===== config.mk =====
export PLATFORM = sky130hd
export DESIGN_NAME = prbs_axis_mapper
export DESIGN_NICKNAME = d
export VERILOG_FILES = /design/src/rtl/prbs_axis_mapper.sv
export SDC_FILE = /design/constraint.sdc
export NUM_CORES = 1
export LEC_CHECK = 0
export ABC_CLOCK_PERIOD_IN_PS = 5900
export CORE_ASPECT_RATIO = 2
export CORE_UTILIZATION = 55
export CTS_CLUSTER_DIAMETER = 60
export DETAILED_ROUTE_END_ITERATION = 10
export PLACE_DENSITY = 0.79
export SLEW_MARGIN = 30
export SYNTH_ARGS = -nofsm -noshare
export SYNTH_HDL_FRONTEND = slang
export SYNTH_HIERARCHICAL = 1
export SYNTH_SLANG_ARGS = --single-unit

===== constraint.sdc =====
create_clock -name clk -period 5.9 [get_ports clk]
set_input_delay 1.18 -clock clk [delete_from_list [all_inputs] [get_ports clk]]
set_output_delay 1.18 -clock clk [all_outputs]
set_load 0.05 [all_outputs]

===== src/rtl/prbs_axis_mapper.sv =====
// prbs_axis_mapper: maps PRBS chips to signed bipolar DAC samples on an AXI-Stream master.
// Latency: a chip accepted in cycle N is presented (tvalid high) in cycle N+1 if the FIFO was empty.
// Backpressure: m_axis_tready stalls the FIFO; chips arriving with no free slot are dropped and flagged in ovf_o.

// Small first-word-fall-through FIFO. The owner guarantees that push is never
// requested on a full FIFO unless a pop happens in the same cycle.
module prbs_axis_mapper_fifo #(
  parameter int W     = 17,
  parameter int DEPTH = 8,
  parameter int CW    = $clog2(DEPTH) + 1
) (
  input  logic          clk,
  input  logic          srst,
  input  logic          push_i,
  input  logic [W-1:0]  dat_i,
  input  logic          pop_i,
  output logic [W-1:0]  dat_o,
  output logic [CW-1:0] cnt_o,
  output logic          empty_o
);

  localparam int AW = CW - 1;

  logic [W-1:0]  mem_q [DEPTH];
  logic [AW-1:0] wr_ptr_q, wr_ptr_d;
  logic [AW-1:0] rd_ptr_q, rd_ptr_d;
  logic [CW-1:0] cnt_q, cnt_d;
  logic          pop_ok;

  // A pop on an empty FIFO is meaningless and is ignored.
  assign pop_ok  = pop_i && (cnt_q != '0);
  assign empty_o = (cnt_q == '0);
  assign cnt_o   = cnt_q;
  assign dat_o   = mem_q[rd_ptr_q];

  // Pointer and occupancy next-state; pointers wrap naturally since DEPTH is a power of two.
  always_comb begin
    wr_ptr_d = wr_ptr_q;
    rd_ptr_d = rd_ptr_q;
    cnt_d    = cnt_q;
    if (push_i) begin
      wr_ptr_d = wr_ptr_q + AW'(1);
    end
    if (pop_ok) begin
      rd_ptr_d = rd_ptr_q + AW'(1);
    end
    case ({push_i, pop_ok})
      2'b10:   cnt_d = cnt_q + CW'(1);
      2'b01:   cnt_d = cnt_q - CW'(1);
      default: cnt_d = cnt_q;
    endcase
  end

  // Pointer and occupancy registers; reset discards all contents.
  always_ff @(posedge clk or posedge srst) begin
    if (srst) begin
      wr_ptr_q <= '0;
      rd_ptr_q <= '0;
      cnt_q    <= '0;
    end else begin
      wr_ptr_q <= wr_ptr_d;
      rd_ptr_q <= rd_ptr_d;
      cnt_q    <= cnt_d;
    end
  end

  // Storage array; needs no reset because reads are only meaningful when non-empty.
  always_ff @(posedge clk) begin
    if (push_i) begin
      mem_q[wr_ptr_q] <= dat_i;
    end
  end

endmodule

module prbs_axis_mapper #(
  parameter int FIFO_DEPTH = 8,
  parameter int DAC_W      = 14,
  parameter int CNT_W      = 16
) (
  input  logic             clk,
  input  logic             srst,
  input  logic             en,
  input  logic             bit_i,
  input  logic             flag_i,
  input  logic             bit_vld_i,
  input  logic [DAC_W-2:0] amp_i,
  output logic [15:0]      m_axis_tdata,
  output logic             m_axis_tvalid,
  input  logic             m_axis_tready,
  output logic             m_axis_tlast,
  output logic             ovf_o,
  output logic             busy_o,
  output logic [CNT_W-1:0] period_cnt_o
);

  localparam int CW = $clog2(FIFO_DEPTH) + 1;

  localparam logic [1:0] ST_IDLE  = 2'd0;
  localparam logic [1:0] ST_RUN   = 2'd1;
  localparam logic [1:0] ST_DRAIN = 2'd2;

  logic [1:0]       state_q, state_d;
  logic [DAC_W-2:0] amp_q, amp_d;
  logic             ovf_q, ovf_d;
  logic [CNT_W-1:0] period_q, period_d;

  logic             start;
  logic             chip_elig;
  logic             slot_avail;
  logic             push;
  logic             pop;
  logic [DAC_W-2:0] amp_eff;
  logic [DAC_W-1:0] mag;
  logic [DAC_W-1:0] smp;
  logic [15:0]      smp16;

  logic [16:0]      fifo_wdat;
  logic [16:0]      fifo_rdat;
  logic [CW-1:0]    fifo_cnt;
  logic             fifo_empty;

  // Leaving IDLE this cycle; the same cycle may already accept a chip.
  assign start = (state_q == ST_IDLE) && en;

  // Chips are only considered while enabled and in RUN (or entering it from IDLE).
  // A chip arriving while DRAIN is being left is not taken.
  assign chip_elig = bit_vld_i && en && ((state_q == ST_RUN) || (state_q == ST_IDLE));

  // FWFT handshake: the head entry leaves whenever the consumer is ready.
  assign pop = !fifo_empty && m_axis_tready;

  // A full FIFO still takes a chip if the head leaves in the same cycle.
  assign slot_avail = (fifo_cnt != CW'(FIFO_DEPTH)) || pop;
  assign push       = chip_elig && slot_avail;

  // On the IDLE->RUN cycle amp_q is only being loaded, so use the incoming
  // value directly; otherwise the registered amplitude applies.
  assign amp_eff = (state_q == ST_IDLE) ? amp_i : amp_q;

  // Bipolar mapping: chip 1 -> +amp, chip 0 -> -amp, two's complement at DAC_W bits.
  assign mag   = {1'b0, amp_eff};
  assign smp   = bit_i ? mag : (DAC_W'(0) - mag);
  assign smp16 = 16'($signed(smp));

  assign fifo_wdat = {flag_i, smp16};

  prbs_axis_mapper_fifo #(
    .W     (17),
    .DEPTH (FIFO_DEPTH),
    .CW    (CW)
  ) u_fifo (
    .clk     (clk),
    .srst    (srst),
    .push_i  (push),
    .dat_i   (fifo_wdat),
    .pop_i   (pop),
    .dat_o   (fifo_rdat),
    .cnt_o   (fifo_cnt),
    .empty_o (fifo_empty)
  );

  // Output data is forced to zero while empty so stale storage never shows.
  assign m_axis_tvalid = !fifo_empty;
  assign m_axis_tdata  = fifo_empty ? 16'h0000 : fifo_rdat[15:0];
  assign m_axis_tlast  = !fifo_empty && fifo_rdat[16];
  assign ovf_o         = ovf_q;
  assign busy_o        = (state_q != ST_IDLE);
  assign period_cnt_o  = period_q;

  // Run/drain control: disabling with data queued lets the FIFO empty before idling.
  always_comb begin
    state_d = state_q;
    case (state_q)
      ST_IDLE: begin
        if (en) begin
          state_d = ST_RUN;
        end
      end
      ST_RUN: begin
        if (!en) begin
          state_d = fifo_empty ? ST_IDLE : ST_DRAIN;
        end
      end
      ST_DRAIN: begin
        if (en) begin
          state_d = ST_RUN;
        end else if (fifo_empty) begin
          state_d = ST_IDLE;
        end
      end
      default: state_d = ST_IDLE;
    endcase
  end

  // Amplitude is captured at start and otherwise only at period boundaries,
  // so a period is never split between two amplitudes.
  always_comb begin
    amp_d = amp_q;
    if (start) begin
      amp_d = amp_i;
    end else if (push && flag_i) begin
      amp_d = amp_i;
    end
  end

  // Sticky overflow: an eligible chip found no room in the FIFO.
  always_comb begin
    ovf_d = ovf_q;
    if (chip_elig && !slot_avail) begin
      ovf_d = 1'b1;
    end
  end

  // Completed periods are counted as they leave on the stream, cleared at start.
  always_comb begin
    period_d = period_q;
    if (start) begin
      period_d = '0;
    end else if (pop && fifo_rdat[16]) begin
      period_d = period_q + CNT_W'(1);
    end
  end

  // Control registers with asynchronous reset.
  always_ff @(posedge clk or posedge srst) begin
    if (srst) begin
      state_q  <= ST_IDLE;
      amp_q    <= '0;
      ovf_q    <= 1'b0;
      period_q <= '0;
    end else begin
      state_q  <= state_d;
      amp_q    <= amp_d;
      ovf_q    <= ovf_d;
      period_q <= period_d;
    end
  end

endmodule


Word-level counts from Yosys, hierarchy flattened

Memories as Yosys holds them, arrays and structs flattened.
Index checks and enable logic that the tools add are counted.

Reductions and logical operators: 22
Eq/ne operators: 8
Multiplexer cells: 16
Shift-type cells: 0
Order comparisons: 0
Bitwise operators: 0
Multipliers: 0
Div/mod/pow operators: 0
Add/sub/neg operators: 6

Operators by type and width:

| cell                  | number |
|---|---|
| $mux 16               | 3 |
| $mux 13               | 3 |
| $add 16x1->16 const B | 1 |
| $mux 14               | 1 |
| $sub 1x13->14 const A | 1 |
| $logic_and 1x1->1     | 10 |
| $mux 2                | 5 |
| $pmux 4 s2            | 1 |
| $reduce_bool 2->1     | 4 |
| $add 3x1->3 const B   | 2 |
| $pmux 2 s3            | 1 |
| $add 4x1->4 const B   | 1 |
| $eq 2x1->1 const B    | 2 |
| $eq 2x2->1 const B    | 2 |
| $logic_not 4->1       | 1 |
| $ne 2x2->1 const B    | 2 |
| $ne 4x4->1 const B    | 1 |
| $reduce_bool 4->1     | 1 |
| $sub 4x1->4 const B   | 1 |
| $ne 3x3->1 const B    | 1 |
| $reduce_and 3->1      | 1 |
| $logic_not 1->1       | 2 |
| $logic_not 2->1       | 1 |
| $logic_or 1x1->1      | 2 |
| $mux 1                | 2 |

ROM bits: 0
Word-level logic and storage cells: 60
Latch bits: 0
Memories: 1
Register bits: 42
RAM bits: 136
Output and inout port bits: 36
Input port bits: 20

Memory list:

| memory       | depth | bits a word | read ports | clocked after memory_dff | wr ports | line | RTL |
|---|---|---|---|---|---|---|---|
| u_fifo.mem_q | 8     | 17          | 1          | 0                        | 1        | 24   | `logic [W-1:0] mem_q [DEPTH];` |

Logic depth before layout (Yosys ltp)

Depth in word-level cells: 8
Gate-level depth with buffers: 11
Gate-level depth less buffers: 10

Modules after synthesis

Netlist, hierarchy kept.

By module, submodules not included:

| module                | sequential area each (um^2) | cells each | instances | area each (um^2) |
|---|---|---|---|---|
| prbs_axis_mapper_fifo | 4334.2                      | 263        | 1         | 5829.3 |
| prbs_axis_mapper      | 800.8                       | 219        | 1         | 2082.0 |

Least setup slack after synthesis

No wires, ideal clock.

Path kind: input port to flip-flop
Start: input port m_axis_tready
End: memory u_fifo.mem_q[0][0] (enable)
Path slack: 2327 ps
Path buffers: 0
Library setup time: 412 ps
Required time: 5488 ps
Stages on the path: 5
Arrival time: 3161 ps
Path through: nor2b_1 -> or4_1 -> nor2b_1 -> nand2b_1 -> nor3_1

Word-level cells in the longest chain between the ends: 5

RTL lines:

| item                         | line | RTL |
|---|---|---|
| start: declaration           | 90   | `input logic m_axis_tready,` |
| $logic_and 1x1->1            | 131  | `assign pop = !fifo_empty && m_axis_tready;` |
| $logic_or 1x1->1             | 134  | `assign slot_avail = (fifo_cnt != CW'(FIFO_DEPTH)) \|\| pop;` |
| $logic_and 1x1->1            | 135  | `assign push = chip_elig && slot_avail;` |
| named net push               | 111  | `logic push;` |
| $mux 1                       | 69   | `if (push_i) begin` |
| $mux 1 (implied by the code) | 70   | `mem_q[wr_ptr_q] <= dat_i;` |
| end: declaration             | 24   |  |

The timed path passes the listed nets, and every way through them passes these cells.

Final worst setup path

Start: register u_fifo.rd_ptr_q[0]
End: output port m_axis_tdata[15]

Word-level cells in the longest chain between the ends: 2

RTL lines:

| item                     | line | RTL |
|---|---|---|
| start: declaration       | 26   | `logic [AW-1:0] rd_ptr_q, rd_ptr_d;` |
| start signal: assignment | 62   | `rd_ptr_q <= rd_ptr_d;` |
| $mem_v2 8x17             | -    |  |
| named net fifo_rdat[15]  | 119  | `logic [16:0] fifo_rdat;` |
| $mux 16                  | 165  | `assign m_axis_tdata = fifo_empty ? 16'h0000 : fifo_rdat[15:0];` |
| end: declaration         | 88   | `output logic [15:0] m_axis_tdata,` |

The timed path passes the listed nets, and every way through them passes these cells.

==> flow_metrics.tcl <==
set metrics [dict create \
    dp_hpwl_mm 10.09 \
    overflow 0 \
    yosys.area.top_type_share 0.5162 \
    ir_drop_uv 276.8 \
    rsz0062_at_grt "no" \
    critical_path_peak_fanout 36 \
    gr-usage-all-layers 0.2254 \
    synth.cell_area_sq_um 7911 \
    crit_path_end_kind "primary output" \
    layout_common_cells "136 x edfxtp_1, 55 x clkdlybuf4s50_1, 41 x dfrtp_1, 33 x mux2_2, 30 x nor2_1" \
    cts_htree_levels 4 \
    cts_setup_buffers 0 \
    grt_antenna_before_repair 0 \
    hold_buffers 0 \
    grt_first_pass_wirelength_mm 24.15 \
    io_buffers 55 \
    place_ws_ns 1.678 \
    ys_ff_latch 178 \
    tns_ns 0 \
    initial_core_util 0.5664 \
    placementRows 61 \
    worstSetupPathType "reg -> out" \
    syn_inst 482 \
    synth.distinct_cells 49 \
    wl_mm 15.18 \
    antenna_left 0 \
    diodes 0 \
    start_kind "register" \
    cp_data_required_time_ns 4.72 \
    grt_pass1_vias 4684 \
    via_per_inst 5.809 \
    io_pins 56 \
    final_hold_viol_count 0 \
    final_max_slew_viol_count 0 \
    setup_viol 0 \
    critPathArrivalTime_ns 3.09 \
    async_flop_share 0.2360 \
    dr.first_iter.drc_count 196 \
    outcome "finished, final reports clean" \
    drive_gt1_frac 0.1753 \
    syn_to_final_growth_pct 17.08 \
    timing.fmax_mhz 234.3 \
    avgSynthCellArea_sq_um 16.41 \
    p_per_area_nw_per_um2 495.7 \
    worstMarginPinSlew_ns 1.001 \
    clockBufferDepth 2 \
    gp_congestion 0.7982 \
    worst_slack_ns 1.633 \
    core_sq_um 13970 \
    insertion_delay_ns 0.42 \
    relSlewSlack 0.3324 \
    die_x_um 86.81 \
    grt_max_degree 37 \
    seq_area_frac_synth 0.6491 \
    period_share 0.7233 \
    nets 574 \
    finalCriticalPeriod_ns 4.267 \
    p_leak_nw 3.250 \
    yosysTopAreaCell "edfxtp_1" \
    tritoncts "yes" \
    cts.sinks 178 \
    synth-edff-count 136 \
    drcViolationCount 0 \
    vias 4345 \
    cap_violations 0 \
    dieArea_sq_um 14900 \
    synth_top_flop_cell "edfxtp_1" \
    ys_warn_count 6 \
    fin_skew_ns 0.008020 \
    cts_buffers 17 \
    root_buffer "clkbuf_16" \
    first_pass_iters 4 \
    wl_per_cell_um 20.29 \
    die_h_um 171.6 \
    holdCritPathClass "reg -> reg" \
    syn-num-nets 510 \
    clk_pin_slew_ns 0.06 \
    final_common_cell "edfxtp_1" \
    cts_resized 0 \
    synthTopCellsByArea "edfxtp_1 52%, dfrtp_1 13%, mux4_1 8.0%" \
]
[cells by family after synthesis]
kind of cell | count (synthesis) | share of synthesized area
flip-flops | 178 | 0.6491
AND/OR/NAND/NOR | 112 | 0.07829
multiplexers | 82 | 0.1741
AO/OA/AOI/OAI | 38 | 0.03100
buffers and inverters | 36 | 0.02293
XOR/XNOR | 28 | 0.03100
adder cells (fa/ha/maj) | 8 | 0.01360
[final cells by class]
class / count / area, sq um
fillers: 907 / 4705
inverters: 15 / 56.30
well taps: 189 / 236.5
multi-input cells: 268 / 2624
clock inverters: 14 / 127.6
flip-flops and latches: 178 / 5139
clock buffers: 18 / 439.2
repair buffers: 66 / 640.6
[critical path, cell delays in order, from the launching register on]
cell and delay [ns]:
dfrtp_4 0.84, mux4_1 0.69, mux2_2 0.28, nor2b_1 0.13, clkdlybuf4s50_1 0.70
[synthesized netlist by cell type, types with 2 or more instances]
library cell	number
nor3_1	6
nand2b_1	4
nand4_1	4
inv_1	14
mux2i_1	15
ha_1	7
mux4_2	10
edfxtp_1	136
a21boi_0	3
nor3b_1	2
dfrtp_1	42
a21oi_1	18
or4b_2	2
nor4_1	8
nand2_1	14
nor2b_1	20
clkbuf_1	10
mux2_2	33
nand3_1	3
or3_1	11
xnor2_1	23
nor2_1	30
o21ai_0	6
buf_6	5
buf_2	4
o211ai_1	2
xor2_1	5
mux4_1	24
[registers in the layout, summed over array words and instances (netlist names)]
register / flops
u_fifo/mem_q: 136
ovf_o: 1
u_fifo/cnt_o: 4
u_fifo/wr_ptr_q: 3
period_cnt_o: 16
amp_q: 13
state_q: 2
u_fifo/rd_ptr_q: 3
[per-layer routing]
layer,routed length [um],track usage
met3,592,0.04607
met1,5391,0.2348
met4,530,0.1094
met2,8662,0.4201
met5,0,0
[power breakdown]
part           internal [mW]  switching (mW)  total [mW]
combinational          0.745           0.964        1.71
sequential              1.60           0.221        1.83
clock                  0.596           0.460        1.06
[final timing paths]
check / startpoint / end / slack [ns] / cells after the start
setup reg to reg: state_q[0]$_DFFE_PP0P_ / u_fifo/mem_q[2][12]$_DFFE_PP_ / 2.01 / 10
max in group asynchronous: srst / amp_q[5]$_DFFE_PP0P_ / 4.40 / 3
hold reg to reg: amp_q[12]$_DFFE_PP0P_ / amp_q[12]$_DFFE_PP0P_ / 0.51 / 1
hold / removal: amp_q[12]$_DFFE_PP0P_ / amp_q[12]$_DFFE_PP0P_ / 0.51 / 1
min in group asynchronous: srst / u_fifo/cnt_o[1]$_DFFE_PP0P_ / 1.10 / 2
setup / recovery: u_fifo/rd_ptr_q[0]$_DFFE_PP0N_ / m_axis_tdata[15] / 1.63 / 4
[through the flow]
| step | util | total power, mW | instance area, sq um | hold slack (ns) | std cells |
|---|---|---|---|---|---|
| after floorplan | - | 3.081 | 7911 | 0.4750 | 482 |
| after global placement | 0.6213 | 3.496 | 8678 | 0.4853 | 715 |
| after detailed placement | 0.6215 | 3.561 | 8681 | 0.4941 | 715 |
| after CTS | 0.6621 | 4.621 | 9248 | 0.5084 | 747 |
| after global routing | 0.6632 | 4.786 | 9263 | 0.5400 | 748 |
| final | 0.6632 | 4.591 | 9263 | 0.5055 | 748 |
(Power assumes the default switching activity.)
